**config.mk**
```make
export PLATFORM = sky130hd
export DESIGN_NAME = imm_extend_pipe
export DESIGN_NICKNAME = d
export VERILOG_FILES = /design/src/rtl/imm_extend_pipe.sv
export SDC_FILE = /design/constraint.sdc
export NUM_CORES = 1
export LEC_CHECK = 0
export ABC_AREA = 1
export CAP_MARGIN = 40
export CORE_UTILIZATION = 55
export CTS_BUF_LIST = sky130_fd_sc_hd__clkbuf_2
export CTS_CLUSTER_DIAMETER = 80
export DETAILED_ROUTE_END_ITERATION = 8
export PLACE_DENSITY = 0.95
export SLEW_MARGIN = 20
export SYNTH_ARGS = -nofsm -noshare
export SYNTH_HDL_FRONTEND = slang
export SYNTH_SLANG_ARGS = --single-unit
```
**constraint.sdc**
```tcl
create_clock -name clk -period 3.2 [get_ports clk]
set_clock_uncertainty 0.05 [all_clocks]
set_input_delay 0.8 -clock clk [delete_from_list [all_inputs] [get_ports clk]]
set_output_delay 0.8 -clock clk [all_outputs]
set_load 0.01 [all_outputs]
```
**src/rtl/imm_extend_pipe.sv**
```systemverilog
// Pipelined RISC-V immediate extension with a valid/ready skid buffer (OUT + SKID).
// Optional illegal-select counter on err_cnt is built when IMM_ERR_CNT_EN is defined.
module imm_extend_pipe #(
  parameter int XLEN = 32,
  parameter int TAGW = 8
) (
  input  logic            clk,
  input  logic            rst_n,
  input  logic            in_valid,
  output logic            in_ready,
  input  logic [24:0]     inst,
  input  logic [2:0]      immsrc,
  input  logic [TAGW-1:0] in_tag,
  output logic            out_valid,
  input  logic            out_ready,
  output logic [XLEN-1:0] imm,
  output logic [TAGW-1:0] out_tag,
  output logic            out_illegal,
  output logic [15:0]     err_cnt
);

  typedef struct packed {
    logic [XLEN-1:0] imm;
    logic [TAGW-1:0] tag;
    logic            ill;
  } beat_t;

  // ib[k] holds instruction bit k+7; every field starts as a sign fill from inst[31]
  function automatic logic [XLEN-1:0] imm_decode(input logic [24:0] ib, input logic [2:0] sel);
    logic [XLEN-1:0] r;
    r = {XLEN{ib[24]}};
    case (sel)
      3'b000: r[11:0] = ib[24:13];
      3'b001: r[11:0] = {ib[24:18], ib[4:0]};
      3'b010: r[12:0] = {ib[24], ib[0], ib[23:18], ib[4:1], 1'b0};
      3'b011: r[20:0] = {ib[24], ib[12:5], ib[13], ib[23:14], 1'b0};
      3'b100: r[31:0] = {ib[24:5], 12'h000};
      3'b101: begin
        r      = {XLEN{1'b0}};
        r[4:0] = ib[12:8];
      end
      default: r = {XLEN{1'b0}};
    endcase
    return r;
  endfunction

  beat_t in_beat_s;
  beat_t out_r;
  beat_t skid_r;
  logic  out_v_r;
  logic  skid_v_r;
  logic  accept_s;

  // decode the incoming beat
  always_comb begin
    in_beat_s     = '0;
    in_beat_s.imm = imm_decode(inst, immsrc);
    in_beat_s.tag = in_tag;
    in_beat_s.ill = immsrc[2] & immsrc[1];
  end

  assign accept_s    = in_valid & ~skid_v_r;
  assign in_ready    = ~skid_v_r;
  assign out_valid   = out_v_r;
  assign imm         = out_r.imm;
  assign out_tag     = out_r.tag;
  assign out_illegal = out_r.ill;

  // OUT/SKID occupancy; SKID only fills while OUT is stalled, so order stays FIFO
  always_ff @(posedge clk or negedge rst_n) begin
    if (!rst_n) begin
      out_r    <= '0;
      skid_r   <= '0;
      out_v_r  <= 1'b0;
      skid_v_r <= 1'b0;
    end else if (skid_v_r) begin
      if (out_ready) begin
        out_r    <= skid_r;
        skid_v_r <= 1'b0;
      end else begin
        skid_v_r <= 1'b1;
      end
    end else if (!out_v_r || out_ready) begin
      if (accept_s) begin
        out_r   <= in_beat_s;
        out_v_r <= 1'b1;
      end else begin
        out_v_r <= 1'b0;
      end
    end else begin
      if (accept_s) begin
        skid_r   <= in_beat_s;
        skid_v_r <= 1'b1;
      end else begin
        skid_v_r <= 1'b0;
      end
    end
  end

`ifdef IMM_ERR_CNT_EN
  logic [15:0] err_cnt_r;

  // saturating count of accepted illegal beats
  always_ff @(posedge clk or negedge rst_n) begin
    if (!rst_n) begin
      err_cnt_r <= 16'h0000;
    end else if (accept_s && in_beat_s.ill && (err_cnt_r != 16'hFFFF)) begin
      err_cnt_r <= err_cnt_r + 16'h0001;
    end else begin
      err_cnt_r <= err_cnt_r;
    end
  end

  assign err_cnt = err_cnt_r;
`else
  assign err_cnt = 16'h0000;
`endif

endmodule

```
## Yosys cells after proc, flatten, opt, wreduce, memory -nomap -nowiden

Cells that the tools add are included.

| word-level totals | value |
|---|---|
| input bits | 40 |
| output and inout bits | 59 |
| word-level logic and storage cells | 41 |
| bits in registers | 84 |

| cells by class | value |
|---|---|
| eq/ne operators | 6 |
| reduce and logical (&&, ||, !) cells | 11 |
| muxes and demuxes | 12 |
| bitwise logic cells | 4 |

Operators with widths:

| operator | count |
|---|---|
| 41-bit two-way mux | 4 |
| 12-bit one-hot mux with 5 select lines | 1 |
| 8-bit one-hot mux with 3 select lines | 1 |
| 11-bit one-hot mux with 2 select lines | 1 |
| 3-bit by 2-bit equality test with 1-bit output (second input constant) | 2 |
| 3-bit equality test (second input constant) | 2 |
| 3-bit AND reduction | 2 |
| 1-bit two-way mux | 4 |
| 2-bit nonzero test | 2 |
| 4-bit OR reduction | 1 |
| 3-bit by 1-bit equality test with 1-bit output (second input constant) | 1 |
| 3-bit zero test | 1 |
| 3-bit OR reduction | 1 |
| 1-bit AND | 2 |
| 2-bit != test (second input constant) | 1 |
| 1-bit NOT | 2 |
| 1-bit one-hot mux with 2 select lines | 1 |
| 2-bit AND reduction | 1 |
| 2-bit OR reduction | 1 |
| 1-bit zero test | 1 |
| 1-bit logical OR | 1 |

## Logic depth before layout (Yosys ltp)

| depth | value |
|---|---|
| word-level depth | 6 |
| mapped depth | 8 |
| depth with buffers taken out | 7 |

## Worst setup path after synthesis

Ideal clock, no wire load.

| timing path | value |
|---|---|
| kind | register to output |
| from | register skid_v_r |
| to | output port in_ready |
| path buffers | 3 |
| arrival time | 916 ps |
| setup slack | 1434 ps |
| required time | 2350 ps |
| cell stages (with the launch flop) | 5 |
| cell sequence | dfrtp_1 > buf_4 > inv_1 > buf_2 > buf_2 |

| between the ends | value |
|---|---|
| longest elaborated chain between the ends | 1 |

RTL lines:

| item | RTL line | source |
|---|---|---|
| from (decl) | 51 | `logic skid_v_r;` |
| from (signal assigned) | 75 | `skid_v_r <= 1'b0;` |
| from (signal assigned) | 79 | `skid_v_r <= 1'b0;` |
| from (signal assigned) | 81 | `skid_v_r <= 1'b1;` |
| 1-bit NOT (no source line) | -- |  |
| to (decl) | 10 | `output logic in_ready,` |

No other way between the ends.

## Final worst setup path

Ends and elaborated chain as after synthesis.

==> flow_metrics.env <==
export IMPL_status="complete, no violations"
export IMPL_dpl_cell_area_mm2=0.004856
export IMPL_worst_ep_arrival_time_ns=1.85
export IMPL_vias=3716
export IMPL_clock_insertion_delay_worst_skew_ns=0.54
export IMPL_n_antenna_cell=0
export IMPL_number_of_buffers_added_to_fix_hold_violations_after_cts=0
export IMPL_timing_final_max_slew_violations=0
export IMPL_core_area_mm2=0.007214
export IMPL_worst_stage_delay_on_the_critical_path_ns=0.69
export IMPL_post_route_cell_area_mm2=0.004957
export IMPL_grt_max_degree=47
export IMPL_setup_reg_to_reg_worst_slack_ns=1.24
export IMPL_cts_tree="done"
export IMPL_area_growth_syn_to_layout_pct=21.50
export IMPL_floorplan_die_area_mm2=0.007767
export IMPL_setup_viol=0
export IMPL_reg2reg_depth=5
export IMPL_fmax_ghz=0.3701
export IMPL_ys_seq_area_share_pct=51.52
export IMPL_post_synth_xor_area_fraction_pct=0
export IMPL_critPathTopFamily="flip-flops"
export IMPL_seqPwrFrac_pct=48.8
export IMPL_power_share_switching_pct=35.23
export IMPL_grt_setup_unrepaired="false"
export IMPL_finalCoreUtilization_pct=68.71
export IMPL_ctsLongestPathBuffers=2
export IMPL_final_nets=625
export IMPL_hold_class="input pin to asynchronous set/reset pin"
export IMPL_required_arrival_time_at_the_worst_endpoint_ns=2.35
export IMPL_dpl_hpwl_mm=6.874
export IMPL_grt_total_usage_pct=28.49
export IMPL_synth_seq_cells=84
export IMPL_synth_area_leader_cell="sky130_fd_sc_hd__dfrtp_1"
export IMPL_switchingPower_w=0.001147
export IMPL_grt_first_pass_wirelength_mm=16.75
export IMPL_worst_slew_margin_rel_pct=57.74
export IMPL_grt_overflow_total=0
export IMPL_critical_path_cell_chain="inv_1 -> clkdlybuf4s50_1"
export IMPL_routed_wirelength_mm=10.14
export IMPL_fin_crit_sh_pct=84.44
export IMPL_fin_crit_ns=2.702
export IMPL_clock_sinks=84
export IMPL_final_hold_violation_count=0
export IMPL_post_synth_cell_area_avg_um2=7.892
export IMPL_p_leak_nw=2.381
export IMPL_fraction_of_synthesized_cell_area_taken_by_the_top_area_cell_type_pct=51.52
export IMPL_yosys_mux_area_fraction_pct=0
export IMPL_drive_gt1_share_pct=5.263
export IMPL_synth_lib_cells_used_distinct=24
export IMPL_numCtsBuffers=9
export IMPL_regToRegStartpoint="skid_v_r"
export IMPL_rows=31
export IMPL_power_share_clock_pct=16.4
export IMPL_first_pass_iters=6
export IMPL_worst_ir_drop_vdd_v=0.0003579
export IMPL_io_pin_count=99
export IMPL_port_buffers=82
export IMPL_yosys_warnings=0
export IMPL_place_ws_ns=0.5552
export IMPL_clock_tree_root_cell="sky130_fd_sc_hd__clkbuf_2"
export IMPL_setup_slack_ns=0.4979
export IMPL_finalSetupTns_ns=0
export IMPL_die_height_um=88.13
export IMPL_timing_critical_path_slowest_stage_cell="sky130_fd_sc_hd__dfrtp_1"
export IMPL_cp_buffers_inverters=2
export IMPL_initial_utilization_pct=56.56
export IMPL_first_global_vias=3643
export IMPL_critical_path_class="register to output pin"
export IMPL_post_synth_instance_area_mm2=0.004080
export IMPL_synth_cells=517
export IMPL_first_iteration_detailed_routing_drc_count=366
export IMPL_gp_weighted_congestion=0.8812
export IMPL_yosys_area_share_simple_pct=24.84
export IMPL_complex_gate_fraction_of_the_synthesized_area_pct=13.65
export IMPL_cts_resized=0
export IMPL_postCtsSetupBuffers=0
export IMPL_r2r_end="imm[7]"
export IMPL_dominant_combinational_cell_family_by_area_after_synthesis="simple AND/OR/NAND/NOR gates"
export IMPL_worst_slew_pin_transition_ns=0.6330
export IMPL_via_per_inst=5.401
export IMPL_pwr_density_cell_mw_per_mm2=656.8
export IMPL_ys_top_cells_by_area="sky130_fd_sc_hd__dfrtp_1 52%, sky130_fd_sc_hd__nand2_1 16%, sky130_fd_sc_hd__o21ai_0 5.8%"
export IMPL_wire_per_inst_um=14.74
export IMPL_comb_power_share_pct=34.8
export IMPL_maxCapViolations=0
export IMPL_number_of_antenna_violations_at_the_first_check_in_global_routing=0
export IMPL_clkSlewWorstSetupHoldPaths_ns=0.23
export IMPL_post_synth_fa_ha_maj_area_fraction_pct=0
export IMPL_cp_start_kind="register"
export IMPL_path_max_fanout=11
export IMPL_cts_htree_levels=3
export IMPL_end_kind="output pin"
export IMPL_fp_dieW_um=88.13
export IMPL_postRouteAntennaNets=0
export IMPL_power_report_internal_total_w=0.002109
export IMPL_drc=0
export IMPL_fillers=581
[metrics by stage]
stage | power [W] | instances | hold WS (ns)
6_report | 0.003256 | 688 | 0.1583
3_5_place_dp | 0.002735 | 673 | 0.4106
2_1_floorplan | 0.002169 | 532 | 0.3922
5_1_grt | 0.003459 | 688 | 0.1688
4_1_cts | 0.003257 | 688 | 0.1515
3_3_place_gp | 0.002677 | 672 | 0.4033
[synth_stat cells]
| library cell | count |
|---|---|
| sky130_fd_sc_hd__clkbuf_1 | 7 |
| sky130_fd_sc_hd__buf_2 | 17 |
| sky130_fd_sc_hd__nand4_1 | 10 |
| sky130_fd_sc_hd__inv_2 | 3 |
| sky130_fd_sc_hd__a41oi_1 | 1 |
| sky130_fd_sc_hd__o21a_1 | 1 |
| sky130_fd_sc_hd__dfrtp_1 | 84 |
| sky130_fd_sc_hd__a21oi_1 | 35 |
| sky130_fd_sc_hd__inv_1 | 28 |
| sky130_fd_sc_hd__o211ai_1 | 1 |
| sky130_fd_sc_hd__o21ai_1 | 1 |
| sky130_fd_sc_hd__nand2_2 | 2 |
| sky130_fd_sc_hd__o211ai_4 | 1 |
| sky130_fd_sc_hd__a31oi_1 | 14 |
| sky130_fd_sc_hd__nor2_4 | 1 |
| sky130_fd_sc_hd__nor3_4 | 1 |
| sky130_fd_sc_hd__a21oi_2 | 1 |
| sky130_fd_sc_hd__o21ai_0 | 47 |
| sky130_fd_sc_hd__buf_6 | 1 |
| sky130_fd_sc_hd__nor2_1 | 52 |
| sky130_fd_sc_hd__nand2_1 | 172 |
| sky130_fd_sc_hd__buf_4 | 22 |
| sky130_fd_sc_hd__conb_1 | 1 |
| sky130_fd_sc_hd__nand3_1 | 14 |
[power by group through the flow]
stage	Combinational (W)	Clock [W]	Sequential (W)
after floorplan	0.000527	0	0.00164
after global placement	0.00109	0	0.00159
after detailed placement	0.00113	0	0.00161
after CTS	0.00113	0.000536	0.00159
after global routing	0.00126	0.000576	0.00162
final	0.00113	0.000534	0.00159
[final cells by class]
type | count | area [µm²] | area share [%]
multi-input combinational | 370 | 1630 | 32.89
inverter | 31 | 116.4 | 2.347
timing repair buffer | 89 | 883.3 | 17.82
tap | 99 | 123.9 | 2.499
sequential | 84 | 2102 | 42.40
clock buffer | 9 | 45.04 | 0.9086
clock inverter | 6 | 56.30 | 1.136
[layer usage]
metal / wire, µm / up-vias / global-route usage (%)
li1: - / 1761 / -
met1: 4352 / 1747 / 39.48
met2: 4795 / 186 / 44.82
met3: 758 / 22 / 4.430
met4: 232 / 0 / 12.32
met5: 0 / - / 0
[cells in the final DEF, fill, tap and decap left out, drive strengths merged]
cell and instances:
a21oi 36, a31oi 14, a41oi 1, buf 8
bufinv 1, clkbuf 9, clkdlybuf4s50 81, clkinv 4
clkinvlp 1, conb 16, dfrtp 84, inv 31
nand2 174, nand3 14, nand4 10, nor2 53
nor3 1, o211ai 2, o21a 1, o21ai 48
[worst max-delay path by stage]
stage / from / end / slack [ns] / cells after the start
finish: skid_v_r / in_ready / 0.50 / 2
global route: skid_v_r / in_ready / 0.36 / 2
CTS: skid_v_r / in_ready / 0.48 / 2
detailed placement: immsrc[2] / imm[15] / 0.56 / 8
global placement: in_valid / skid_r[23] / 0.66 / 7
floorplan: skid_v_r / in_ready / 1.43 / 4
[logic make-up (layout without fill, tap and decap cells)]
group	after synthesis	in the layout
AO/OA/AOI/OAI	102	102
buffers and inverters	78	135
flip-flops	84	84
other	1	16
AND/OR/NAND/NOR	252	252
[sequential cells by signal (all words and copies together) (netlist names)]
signal / count
skid_v_r: 1
imm: 32
out_illegal: 1
out_tag: 8
out_valid: 1
skid_r: 41
Note: power is estimated with default switching activity, not from simulation.
